==> src/rtl/ip_tx_arbiter.sv <==
// Round-robin arbiter sharing the IP transmit send port between UDP transmit and ICMP reply.
// One frame per grant; the next grant waits for the IP layer's end of frame plus an idle gap.
module ip_tx_arbiter #(
  parameter int P_GAP_CYCLES    = 8,
  parameter int P_GRANT_TIMEOUT = 64,
  parameter int P_DONE_TIMEOUT  = 2048
) (
  input  logic        i_clk,
  input  logic        i_rst,
  input  logic        i_udp_req,
  input  logic [15:0] i_udp_len,
  input  logic [7:0]  i_udp_data,
  input  logic        i_udp_last,
  input  logic        i_udp_valid,
  output logic        o_udp_grant,
  input  logic        i_icmp_req,
  input  logic [15:0] i_icmp_len,
  input  logic [7:0]  i_icmp_data,
  input  logic        i_icmp_last,
  input  logic        i_icmp_valid,
  output logic        o_icmp_grant,
  output logic [7:0]  o_send_data,
  output logic [7:0]  o_send_type,
  output logic [15:0] o_send_len,
  output logic        o_send_last,
  output logic        o_send_valid,
  input  logic        i_mac_last,
  output logic        o_busy,
  output logic        o_err
);

  localparam logic [7:0]  TYPE_UDP   = 8'd17;
  localparam logic [7:0]  TYPE_ICMP  = 8'd1;
  localparam logic [15:0] GRANT_LAST = 16'(P_GRANT_TIMEOUT - 1);
  localparam logic [15:0] DONE_LAST  = 16'(P_DONE_TIMEOUT - 1);
  localparam logic [15:0] GAP_LAST   = 16'(P_GAP_CYCLES - 1);

  typedef enum logic [2:0] {
    S_IDLE,
    S_GRANT,
    S_XFER,
    S_WAIT_DONE,
    S_GAP
  } state_t;

  state_t      state_q, state_d;
  logic        owner_q, owner_d;          // 0 = UDP, 1 = ICMP
  logic        last_icmp_q, last_icmp_d;  // last-served requester was ICMP
  logic        udp_grant_q, udp_grant_d;
  logic        icmp_grant_q, icmp_grant_d;
  logic [15:0] len_q, len_d;
  logic [7:0]  type_q, type_d;
  logic [15:0] cnt_q, cnt_d;
  logic [15:0] tmr_q, tmr_d;
  logic [7:0]  send_data_q, send_data_d;
  logic        send_last_q, send_last_d;
  logic        send_valid_q, send_valid_d;
  logic        err_q, err_d;

  logic        own_valid, own_last, stray;
  logic [7:0]  own_data;
  logic [15:0] cnt_inc;
  logic        at_len, closing, frame_err;

  // A frame closes cleanly only when the owner's last flag and the byte count agree.
  function automatic logic len_mismatch(input logic last, input logic reached_len);
    return last != reached_len;
  endfunction

  always_comb begin
    own_valid = owner_q ? i_icmp_valid : i_udp_valid;
    own_last  = owner_q ? i_icmp_last  : i_udp_last;
    own_data  = owner_q ? i_icmp_data  : i_udp_data;
    // In IDLE nobody owns the port, so any byte is unsolicited; afterwards the
    // previous owner's trailing bytes are dropped silently.
    if (state_q == S_IDLE) stray = i_udp_valid | i_icmp_valid;
    else                   stray = owner_q ? i_udp_valid : i_icmp_valid;
    // 16-bit wrap makes a latched length of 0 close at byte 65536.
    cnt_inc = cnt_q + 16'd1;
    at_len  = (cnt_inc == len_q);
    closing = own_last | at_len;
  end

  always_comb begin
    state_d      = state_q;
    owner_d      = owner_q;
    last_icmp_d  = last_icmp_q;
    udp_grant_d  = udp_grant_q;
    icmp_grant_d = icmp_grant_q;
    len_d        = len_q;
    type_d       = type_q;
    cnt_d        = cnt_q;
    tmr_d        = tmr_q;
    send_data_d  = send_data_q;
    send_last_d  = 1'b0;
    send_valid_d = 1'b0;
    frame_err    = 1'b0;

    case (state_q)
      S_IDLE: begin
        if (i_udp_req && (!i_icmp_req || last_icmp_q)) begin
          owner_d     = 1'b0;
          last_icmp_d = 1'b0;
          udp_grant_d = 1'b1;
          len_d       = i_udp_len;
          type_d      = TYPE_UDP;
          cnt_d       = '0;
          tmr_d       = '0;
          state_d     = S_GRANT;
        end else if (i_icmp_req) begin
          owner_d      = 1'b1;
          last_icmp_d  = 1'b1;
          icmp_grant_d = 1'b1;
          len_d        = i_icmp_len;
          type_d       = TYPE_ICMP;
          cnt_d        = '0;
          tmr_d        = '0;
          state_d      = S_GRANT;
        end
      end
      S_GRANT, S_XFER: begin
        if (own_valid) begin
          send_valid_d = 1'b1;
          send_data_d  = own_data;
          send_last_d  = closing;
          cnt_d        = cnt_inc;
          state_d      = S_XFER;
          if (closing) begin
            udp_grant_d  = 1'b0;
            icmp_grant_d = 1'b0;
            tmr_d        = '0;
            frame_err    = len_mismatch(own_last, at_len);
            state_d      = S_WAIT_DONE;
          end
        end else if (state_q == S_GRANT) begin
          if (tmr_q == GRANT_LAST) begin
            udp_grant_d  = 1'b0;
            icmp_grant_d = 1'b0;
            tmr_d        = '0;
            frame_err    = 1'b1;
            state_d      = S_GAP;
          end else begin
            tmr_d = tmr_q + 16'd1;
          end
        end
      end
      S_WAIT_DONE: begin
        if (i_mac_last) begin
          tmr_d   = '0;
          state_d = S_GAP;
        end else if (tmr_q == DONE_LAST) begin
          tmr_d     = '0;
          frame_err = 1'b1;
          state_d   = S_GAP;
        end else begin
          tmr_d = tmr_q + 16'd1;
        end
      end
      S_GAP: begin
        if (tmr_q == GAP_LAST) begin
          tmr_d   = '0;
          state_d = S_IDLE;
        end else begin
          tmr_d = tmr_q + 16'd1;
        end
      end
      default: state_d = S_IDLE;
    endcase

    err_d = frame_err | stray;
  end

  // Registered boundary: arbitration state and the one-cycle output stage.
  always_ff @(posedge i_clk) begin
    if (i_rst) begin
      state_q      <= S_IDLE;
      owner_q      <= 1'b0;
      last_icmp_q  <= 1'b1;
      udp_grant_q  <= 1'b0;
      icmp_grant_q <= 1'b0;
      len_q        <= '0;
      type_q       <= '0;
      cnt_q        <= '0;
      tmr_q        <= '0;
      send_data_q  <= '0;
      send_last_q  <= 1'b0;
      send_valid_q <= 1'b0;
      err_q        <= 1'b0;
    end else begin
      state_q      <= state_d;
      owner_q      <= owner_d;
      last_icmp_q  <= last_icmp_d;
      udp_grant_q  <= udp_grant_d;
      icmp_grant_q <= icmp_grant_d;
      len_q        <= len_d;
      type_q       <= type_d;
      cnt_q        <= cnt_d;
      tmr_q        <= tmr_d;
      send_data_q  <= send_data_d;
      send_last_q  <= send_last_d;
      send_valid_q <= send_valid_d;
      err_q        <= err_d;
    end
  end

  assign o_udp_grant  = udp_grant_q;
  assign o_icmp_grant = icmp_grant_q;
  assign o_send_data  = send_data_q;
  assign o_send_type  = type_q;
  assign o_send_len   = len_q;
  assign o_send_last  = send_last_q;
  assign o_send_valid = send_valid_q;
  assign o_busy       = (state_q != S_IDLE);
  assign o_err        = err_q;

endmodule

==> config.mk <==
export PLATFORM = sky130hd
export DESIGN_NAME = ip_tx_arbiter
export DESIGN_NICKNAME = d
export VERILOG_FILES = /design/src/rtl/ip_tx_arbiter.sv
export SDC_FILE = /design/constraint.sdc
export NUM_CORES = 1
export LEC_CHECK = 0
export CORE_MARGIN = 5
export CORE_UTILIZATION = 44
export DETAILED_ROUTE_END_ITERATION = 6
export GPL_ROUTABILITY_DRIVEN = 0
export PLACE_DENSITY = 0.78
export SLEW_MARGIN = 20
export SYNTH_ARGS = -nofsm -noshare
export SYNTH_HDL_FRONTEND = slang
export SYNTH_SLANG_ARGS = --single-unit
==> constraint.sdc <==
create_clock -name i_clk -period 3.7 [get_ports i_clk]
set_clock_uncertainty 0.05 [all_clocks]
set_input_delay 0.74 -clock i_clk [delete_from_list [all_inputs] [get_ports i_clk]]
set_output_delay 0.74 -clock i_clk [all_outputs]
set_load 0.01 [all_outputs]
==> results of run 1 <==
## worst register-to-register path, delay by kind of cell (launching register included)
| kind | cells | cell delay (ns) |
|---|---|---|
| flip-flops | 1 | 0.38 |
| XOR/XNOR | 1 | 0.16 |
| AND/OR/NAND/NOR | 6 | 1.70 |
| AO/OA/AOI/OAI | 4 | 0.70 |
| adder cells (fa/ha/maj) | 2 | 0.42 |
## stage by stage
step | TNS, ns | hold WS (ns) | instance area (µm²) | setup slack (ns) | util [%]
after floorplan | 0 | 0.4182 | 3601 | 0.1727 | -
after global placement | 0 | 0.3837 | 4564 | 0.1593 | 56.40
after detailed placement | -0.07294 | 0.3981 | 4564 | -0.02813 | 56.40
after CTS | 0 | 0.4085 | 4782 | 0.002433 | 59.09
after global routing | 0 | 0.4433 | 4813 | 0.01508 | 59.48
final | 0 | 0.4093 | 4813 | 0.2248 | 59.48
## synth_stat cells, types with 2 or more instances
cell type,instances
sky130_fd_sc_hd__a21oi_1,28
sky130_fd_sc_hd__nand2_1,20
sky130_fd_sc_hd__or4_1,3
sky130_fd_sc_hd__a221oi_1,2
sky130_fd_sc_hd__and2_1,5
sky130_fd_sc_hd__o21ai_0,21
sky130_fd_sc_hd__nand2b_1,3
sky130_fd_sc_hd__xnor2_1,17
sky130_fd_sc_hd__clkbuf_1,22
sky130_fd_sc_hd__ha_1,3
sky130_fd_sc_hd__xor2_1,21
sky130_fd_sc_hd__buf_4,6
sky130_fd_sc_hd__nand3_1,12
sky130_fd_sc_hd__a211oi_1,9
sky130_fd_sc_hd__and3_1,4
sky130_fd_sc_hd__a222oi_1,16
sky130_fd_sc_hd__nor3_1,17
sky130_fd_sc_hd__dfxtp_1,68
sky130_fd_sc_hd__mux2i_1,11
sky130_fd_sc_hd__nand4_1,13
sky130_fd_sc_hd__nand3b_1,3
sky130_fd_sc_hd__o211ai_1,4
sky130_fd_sc_hd__nor3b_1,2
sky130_fd_sc_hd__nor2_1,74
sky130_fd_sc_hd__buf_1,2
sky130_fd_sc_hd__inv_1,8
sky130_fd_sc_hd__nor4_1,6
sky130_fd_sc_hd__a311oi_1,2
sky130_fd_sc_hd__or3_1,7
## worst max path at each step
stage	from	endpoint	slack, ns	cells after the start
2_1_floorplan	cnt_q[0]	tmr_q[11]	0.17	13
3_3_place_gp	cnt_q[0]	tmr_q[11]	0.16	13
3_5_place_dp	cnt_q[0]	tmr_q[15]	-0.03	14
4_1_cts	cnt_q[0]	tmr_q[11]	0.002	13
5_1_grt	cnt_q[0]	tmr_q[15]	0.02	14
6_report	cnt_q[0]	tmr_q[11]	0.22	13
## per-layer routing
layer,vias to the layer above,share of wire (%),GRT usage [%]
met5,-,0,0
met4,0,1.3,6.114
met3,14,7.5,5.420
met2,143,48,32.47
met1,1634,43,25.54
li1,1752,-,-
## state kept, by name, indices dropped and copies added (netlist names)
signal,count
state_q,3
o_send_valid,1
owner_q,1
o_send_len,16
o_send_type,2
cnt_q,16
o_send_data,8
o_send_last,1
o_err,1
tmr_q,16
o_udp_grant,1
o_icmp_grant,1
last_icmp_q,1
## cell type report
class                   instances  share of cell area (%)
well taps                     105                   2.729
clock inverters                 6                   1.846
flip-flops and latches         68                   28.39
inverters                       8                  0.6239
repair buffers                101                   20.22
clock buffers                  10                   2.651
multi-input cells             334                   43.54
## kinds of logic after synthesis
family,synth area share [%]
fa+ha+maj,1.048
xor+xnor,9.291
compound gates,18.62
other cells,0.1047
buf+inv,4.925
flops,38.00
simple gates,24.62
mux,3.388
## power groups by stage
stage	clock network, mW	registers [mW]	logic, mW
finish	0.661	1.02	1.24
global placement	0	1.02	1.20
CTS	0.676	1.02	1.23
floorplan	0	1.01	0.740
global route	0.708	1.04	1.34
detailed placement	0	1.03	1.22
## timing repair
item | 4_1_cts | 5_1_grt
setup endpoints to repair | 6 | 16
gates resized for setup | 1 | 9
hold buffers | 0 | 0
cloned | 0 | 0
pin swaps | 1 | 3
==> tab_implementation.tex, run 1 <==
\begin{tabular}{lr}
\hline
Metric & Value \\
\hline
\multicolumn{2}{l}{\textbf{Status}} \\
\quad Status & finished clean \\
\multicolumn{2}{l}{\textbf{Final layout}} \\
\quad Nets & $\sim$580 \\
\quad Area Overhead vs Synth & 34.37\% \\
\quad Fraction of layout instances using a drive strength above 1 & just over 9\% \\
\quad Fillers & 698 \\
\quad Commonest cells after routing, fill and taps aside & sky130\_fd\_sc\_hd\_\_clkdlybuf4s50\_1, sky130\_fd\_sc\_hd\_\_nor2\_1, sky130\_fd\_sc\_hd\_\_dfxtp\_1, sky130\_fd\_sc\_hd\_\_a21oi\_1 \\
\quad Post-route insts no fill & 632 \\
\quad Commonest non-fill, non-tap cell in the layout & sky130\_fd\_sc\_hd\_\_clkdlybuf4s50\_1 \\
\quad Combined area of the multi-input logic cells & roughly 2100 µm² \\
\quad Register Area & 1366 µm² \\
\quad Antenna fix cells & 0 \\
\multicolumn{2}{l}{\textbf{Clock tree}} \\
\quad Clock tree root driver cell & sky130\_fd\_sc\_hd\_\_clkbuf\_8 \\
\quad Clock tree from TritonCTS & done \\
\quad Number of buffers created by CTS & 9 \\
\quad Post-CTS repair timing setup buffer count & 0 \\
\quad Clock transition at the registers of the reported paths & 0.08 ns \\
\quad Clock Sink Count & 68 \\
\quad Depth of the CTS H-tree & 3 \\
\quad Maximum clock path buffer count & 2 \\
\quad Clock latency on the worst-skew pair & between 0.3 and 0.4 ns \\
\multicolumn{2}{l}{\textbf{Worst setup path}} \\
\quad Setup slack of the worst register-to-register path & between 0.2 and 0.25 ns \\
\quad Total buffers and inverters traversed by the critical path & 0 \\
\quad Kind of start point of the critical path & flip-flop \\
\quad Critical Path Fanout Max & 6 \\
\quad Most frequent cell on the critical path & sky130\_fd\_sc\_hd\_\_ha\_2 \\
\quad Critical path data arrival time & approximately 3.7 ns \\
\quad Largest stage delay, worst path & approximately 0.57 ns \\
\quad Cell Chain, Critical Path & ha\_2 -> nand3\_2 -> or4\_4 -> xnor2\_2 -> o2111ai\_1 -> nor4\_2 -> o311ai\_1 -> ha\_2 -> a32o\_1 -> nor3\_2 -> nand2\_1 -> or3\_1 -> a21oi\_1 \\
\quad Critical register-to-register path startpoint & cnt\_q[0] \\
\quad Crit end category & flip-flop \\
\quad Worst Path Required & around 4 ns \\
\quad Category of the critical setup timing path & reg2reg \\
\quad Worst R2R Path Depth & 13 \\
\quad Gate family responsible for the most delay along the worst path & simple AND/OR/NAND/NOR gates \\
\quad Worst-path cell with the longest stage delay & sky130\_fd\_sc\_hd\_\_or4\_4 \\
\quad Terminus of the critical flop-to-flop path & tmr\_q[11] \\
\multicolumn{2}{l}{\textbf{Logic synthesis}} \\
\quad Flip-flop and latch count after synthesis & just under 70 \\
\quad Average size of a mapped cell & between 8 and 9 µm² \\
\quad Number of distinct library cell variants in the gate-level netlist after synthesis & 56 \\
\quad Post-Synthesis Cell Area & between 3000 and 4000 µm² \\
\quad Share of the synthesized area in the top cell type & roughly two fifths \\
\quad Syn Inst Count & 436 \\
\quad Share of flip-flops with an asynchronous set or reset & 0\% \\
\quad Sequential area share after synthesis & roughly two fifths \\
\quad Top area cells in the synthesized netlist & sky130\_fd\_sc\_hd\_\_dfxtp\_1, sky130\_fd\_sc\_hd\_\_nor2\_1, sky130\_fd\_sc\_hd\_\_xor2\_1, sky130\_fd\_sc\_hd\_\_a222oi\_1, sky130\_fd\_sc\_hd\_\_xnor2\_1 \\
\quad Cell taking the most area after synthesis & sky130\_fd\_sc\_hd\_\_dfxtp\_1 \\
\quad Main flop type after synthesis & sky130\_fd\_sc\_hd\_\_dfxtp\_1 \\
\quad Number of enable flip-flop cells after synthesis & 0 \\
\quad Yosys warning count & 0 \\
\multicolumn{2}{l}{\textbf{STA}} \\
\quad Transition at the pin with the smallest max-transition slack & approximately 1 ns \\
\quad Max-Slew Margin vs Limit & a little over a third \\
\quad Unrepaired setup endpoints after global routing & false \\
\quad Final hold viol count & 0 \\
\quad Final setup violating endpoints & 0 \\
\quad Max Slew Vio Count & 0 \\
\quad Highest Clock Rate & about 290 MHz \\
\quad Share of the clock period used by the worst path & about 94\% \\
\quad Final min period & $\sim$3.5 ns \\
\multicolumn{2}{l}{\textbf{Power and ir drop}} \\
\quad Leak & 1.700 nW \\
\quad Peak supply drop & approximately 280 µV \\
\quad Total internal power & roughly 1.8 mW \\
\quad Switching fraction of total power & a little under two fifths \\
\quad PD cells & 606.0 nW/µm² \\
\quad Clock network fraction of total power & a little under a quarter \\
\quad Register share of total power & 34.9\% \\
\quad Combinational group share of total power & 42.5\% \\
\quad Power after layout & between 2 and 3 mW \\
\quad Net switching power figure & about 1.1 mW \\
\multicolumn{2}{l}{\textbf{Global route}} \\
\quad Maximum number of pins on one net before global-route repair & 54 \\
\quad Wire length of the first global-routing pass & 16,150 µm \\
\quad Remaining global-route overflow & 0 \\
\quad Via count of the first global-routing pass & 3,276 \\
\quad Number of antenna violations at the first check in global routing & 0 \\
\quad GRT Resource Usage Total & a little under 20\% \\
\multicolumn{2}{l}{\textbf{Route}} \\
\quad Routed wirelength normalized by instance count & 16.27 µm \\
\quad Vias after detailed routing & 3,543 \\
\quad 1st-iter DRT viols & between 200 and 300 \\
\quad Routed via count divided by cell count & 5.606 \\
\quad DRC errors left & 0 \\
\quad Wire length reported by the detailed router & slightly above 10,000 µm \\
\quad Drt pass-1 iters & 5 \\
\quad Antenna Violating Nets Remaining & 0 \\
\multicolumn{2}{l}{\textbf{Floorplan}} \\
\quad Effective utilization at floorplan & roughly 44\% \\
\quad Io pins & 95 \\
\quad FP Rows & 33 \\
\quad DIE AREA & between 10,000 and 15,000 µm² \\
\quad Area of the core & $\sim$8100 µm² \\
\quad Height of the die & 100.2 µm \\
\quad Width of the chip & between 100 and 150 µm \\
\multicolumn{2}{l}{\textbf{Hold path}} \\
\quad WHS Endpoint & o\_send\_type[0] \\
\quad Class of the most critical hold timing path & reg2reg \\
\quad Hold Path Depth & 2 \\
\quad Worst Min Path Start & o\_send\_type[0] \\
\multicolumn{2}{l}{\textbf{Place}} \\
\quad Placed wire-length estimate & $\sim$7400 µm \\
\quad Quantity of I/O buffers inserted on ports & roughly 90 \\
\quad Number of placed cells counting well taps & around 600 \\
\multicolumn{2}{l}{\textbf{Flow run}} \\
\quad Number of max-cap violations & 0 \\
\hline
\end{tabular}
Power figures use the tool's default switching activity.
==> inputs of run 2 (changes only) <==
--- a/config.mk
+++ b/config.mk
@@ -6,10 +6,10 @@
 export NUM_CORES = 1
 export LEC_CHECK = 0
 export CORE_MARGIN = 5
-export CORE_UTILIZATION = 44
+export CORE_UTILIZATION = 40
 export DETAILED_ROUTE_END_ITERATION = 6
 export GPL_ROUTABILITY_DRIVEN = 0
-export PLACE_DENSITY = 0.78
+export PLACE_DENSITY = 0.73
 export SLEW_MARGIN = 20
 export SYNTH_ARGS = -nofsm -noshare
 export SYNTH_HDL_FRONTEND = slang
==> run 2 against run 1 <==
  * Global-route usage fell by 0.95 points
  * Die area rose by 9.0%
  * Combinational power barely moved
  * Clock power rose by 15%
  * Non-clock buffer count rose by 3
  * Sequential power barely moved
  * Power rose by 3.8%
  * Register-to-register slack barely moved
  * Final cell count rose by 0.95%
  * Routed wire length rose by 1.8%
  * Critical path depth did not move
==> tab_implementation.tex, run 2 (same netlist as run 1, synthesis figures left out) <==
\begin{tabular}{lr}
\hline
Metric & Value \\
\hline
\multicolumn{2}{l}{\textbf{Status}} \\
\quad Status & finished clean \\
\multicolumn{2}{l}{\textbf{Power and ir drop}} \\
\quad PD cells & roughly 620 nW/µm² \\
\quad Leak & 1.728 nW \\
\quad Peak supply drop & between 200 and 300 µV \\
\multicolumn{2}{l}{\textbf{Final layout}} \\
\quad Fraction of layout instances using a drive strength above 1 & 9.811\% \\
\quad Commonest cells after routing, fill and taps aside & sky130\_fd\_sc\_hd\_\_clkdlybuf4s50\_1, sky130\_fd\_sc\_hd\_\_nor2\_1, sky130\_fd\_sc\_hd\_\_dfxtp\_1, sky130\_fd\_sc\_hd\_\_a21oi\_1 \\
\quad Antenna fix cells & 0 \\
\quad Area Overhead vs Synth & 35.84\% \\
\quad Commonest non-fill, non-tap cell in the layout & sky130\_fd\_sc\_hd\_\_clkdlybuf4s50\_1 \\
\quad Nets & 585 \\
\multicolumn{2}{l}{\textbf{Global route}} \\
\quad GRT Resource Usage Total & 18.93\% \\
\quad Maximum number of pins on one net before global-route repair & 54 \\
\quad Number of antenna violations at the first check in global routing & 0 \\
\quad Wire length of the first global-routing pass & around 17,000 µm \\
\quad Via count of the first global-routing pass & about 3,400 \\
\quad Remaining global-route overflow & 0 \\
\multicolumn{2}{l}{\textbf{STA}} \\
\quad Share of the clock period used by the worst path & between 90\% and 100\% \\
\quad Worst-case hold slack & $\sim$0.4 ns \\
\quad Final min period & between 3 and 4 ns \\
\quad Final hold viol count & 0 \\
\quad Final setup violating endpoints & 0 \\
\quad Max Slew Vio Count & 0 \\
\quad Max-Slew Margin vs Limit & approximately a third \\
\quad Highest Clock Rate & 288.4 MHz \\
\quad Final worst slack & around 0.23 ns \\
\quad Transition at the pin with the smallest max-transition slack & 0.9841 ns \\
\multicolumn{2}{l}{\textbf{Clock tree}} \\
\quad Clock tree from TritonCTS & done \\
\quad Depth of the CTS H-tree & 3 \\
\quad Maximum clock path buffer count & 2 \\
\quad Clock transition at the registers of the reported paths & about 0.080 ns \\
\quad Clock latency on the worst-skew pair & 0.35 ns \\
\quad Number of buffers created by CTS & 9 \\
\quad Clock Sink Count & roughly 70 \\
\quad Clock tree root driver cell & sky130\_fd\_sc\_hd\_\_clkbuf\_8 \\
\multicolumn{2}{l}{\textbf{Worst setup path}} \\
\quad Largest stage delay, worst path & between 0.5 and 0.6 ns \\
\quad Terminus of the critical flop-to-flop path & tmr\_q[11] \\
\quad Most frequent cell on the critical path & sky130\_fd\_sc\_hd\_\_ha\_2 \\
\quad Worst-path cell with the longest stage delay & sky130\_fd\_sc\_hd\_\_or4\_4 \\
\quad Crit end category & flip-flop \\
\quad Critical Path Fanout Max & 6 \\
\quad Kind of start point of the critical path & flip-flop \\
\quad Category of the critical setup timing path & reg2reg \\
\quad Cell Chain, Critical Path & ha\_2 -> nand3\_2 -> or4\_4 -> xnor2\_1 -> o2111ai\_1 -> nor4\_1 -> o311ai\_1 -> ha\_2 -> a32o\_1 -> nor3\_2 -> nand2\_1 -> or3\_1 -> a21oi\_1 \\
\quad Capturing instance or port of the critical path & tmr\_q[11] \\
\quad Worst R2R Path Depth & 13 \\
\quad Worst Path Required & $\sim$3.9 ns \\
\quad Critical register-to-register path startpoint & cnt\_q[0] \\
\quad Critical path data arrival time & 3.70 ns \\
\quad Startpoint of the most critical setup path & cnt\_q[0] \\
\quad Setup slack of the worst register-to-register path & approximately 0.23 ns \\
\multicolumn{2}{l}{\textbf{Flow run}} \\
\quad Number of max-cap violations & 0 \\
\multicolumn{2}{l}{\textbf{Floorplan}} \\
\quad FP Rows & 34 \\
\quad Area of the core & slightly below 9000 µm² \\
\quad Width of the chip & about 100 µm \\
\quad Io pins & 95 \\
\quad Effective utilization at floorplan & between 40\% and 50\% \\
\quad DIE AREA & between 10,000 and 15,000 µm² \\
\quad Height of the die & between 100 and 150 µm \\
\multicolumn{2}{l}{\textbf{Place}} \\
\quad Placed wire-length estimate & between 7000 and 8000 µm \\
\quad Setup slack after placement & between 0.015 and 0.02 ns \\
\quad Quantity of I/O buffers inserted on ports & between 80 and 90 \\
\multicolumn{2}{l}{\textbf{Route}} \\
\quad DRC errors left & 0 \\
\quad Wire length reported by the detailed router & between 10,000 and 15,000 µm \\
\quad Routed via count divided by cell count & between 5 and 6 \\
\quad 1st-iter DRT viols & between 300 and 400 \\
\quad Vias after detailed routing & 3,597 \\
\quad Drt pass-1 iters & 6 \\
\quad Routed wirelength normalized by instance count & between 15 and 20 µm \\
\quad Antenna Violating Nets Remaining & 0 \\
\multicolumn{2}{l}{\textbf{Hold path}} \\
\quad Class of the most critical hold timing path & reg2reg \\
\hline
\end{tabular}
[run 2: through the flow]
step                utilization (%)  power (mW)  setup TNS (ns)  instance area (µm²)  std cells
floorplan                         -       1.749               0                 3601        441
global placement              52.64       2.254               0                 4591        622
detailed placement            52.64       2.278               0                 4591        622
CTS                           55.51       3.036               0                 4841        638
global route                  55.80       3.221       -0.001271                 4866        638
finish                        55.80       3.028               0                 4866        638
[run 2: area by class of cell]
| cell class | count | area (µm²) |
|---|---|---|
| well taps | 108 | 135.1 |
| clock buffers | 10 | 137.6 |
| repair buffers | 104 | 996.0 |
| inverters | 8 | 30.03 |
| multi-input cells | 334 | 2092 |
| flip-flops and latches | 68 | 1364 |
| fillers | 779 | 3855 |
| clock inverters | 6 | 111.4 |
[run 2: power breakdown]
| part | total [mW] | switching [mW] | internal (mW) |
|---|---|---|---|
| Sequential | 1.01 | 0.143 | 0.863 |
| Combinational | 1.26 | 0.672 | 0.591 |
| Clock | 0.760 | 0.294 | 0.466 |
| Total | 3.03 | 1.11 | 1.92 |
[run 2: metal layers]
layer / up-vias / track usage, % / part of all wire [%]
li1: 1760 / - / -
met4: 0 / 7.763 / 1.9
met2: 145 / 28.05 / 45
met5: - / 0 / 0
met3: 16 / 5.240 / 6.7
met1: 1676 / 25.98 / 46
[run 2: repair_timing]
| action | in CTS | in global routing |
|---|---|---|
| pin swaps | 0 | 3 |
| hold buffers | 0 | 0 |
| gates resized for setup | 1 | 8 |
| setup endpoints to repair | 1 | 16 |
| setup buffers | 0 | 0 |
| gates cloned | 0 | 0 |
[run 2: worst min-delay path by stage]
stage	startpoint	to	depth (start not counted)
6_report	o_send_type[0]	o_send_type[0]	2
3_3_place_gp	o_send_type[0]	o_send_type[0]	2
2_1_floorplan	tmr_q[1]	tmr_q[1]	2
3_5_place_dp	o_send_type[0]	o_send_type[0]	2
4_1_cts	o_send_type[0]	o_send_type[0]	2
5_1_grt	o_send_type[0]	o_send_type[0]	2
[run 2: worst max-delay path, delay by kind of cell, from the launching register on]
family | cells | cell delay, ns
xor gates and xnor gates | 1 | 0.16
adders and majority gates | 2 | 0.44
and+or+nand+nor | 6 | 1.62
DFF | 1 | 0.39
AOI/OAI and AO/OA | 4 | 0.73
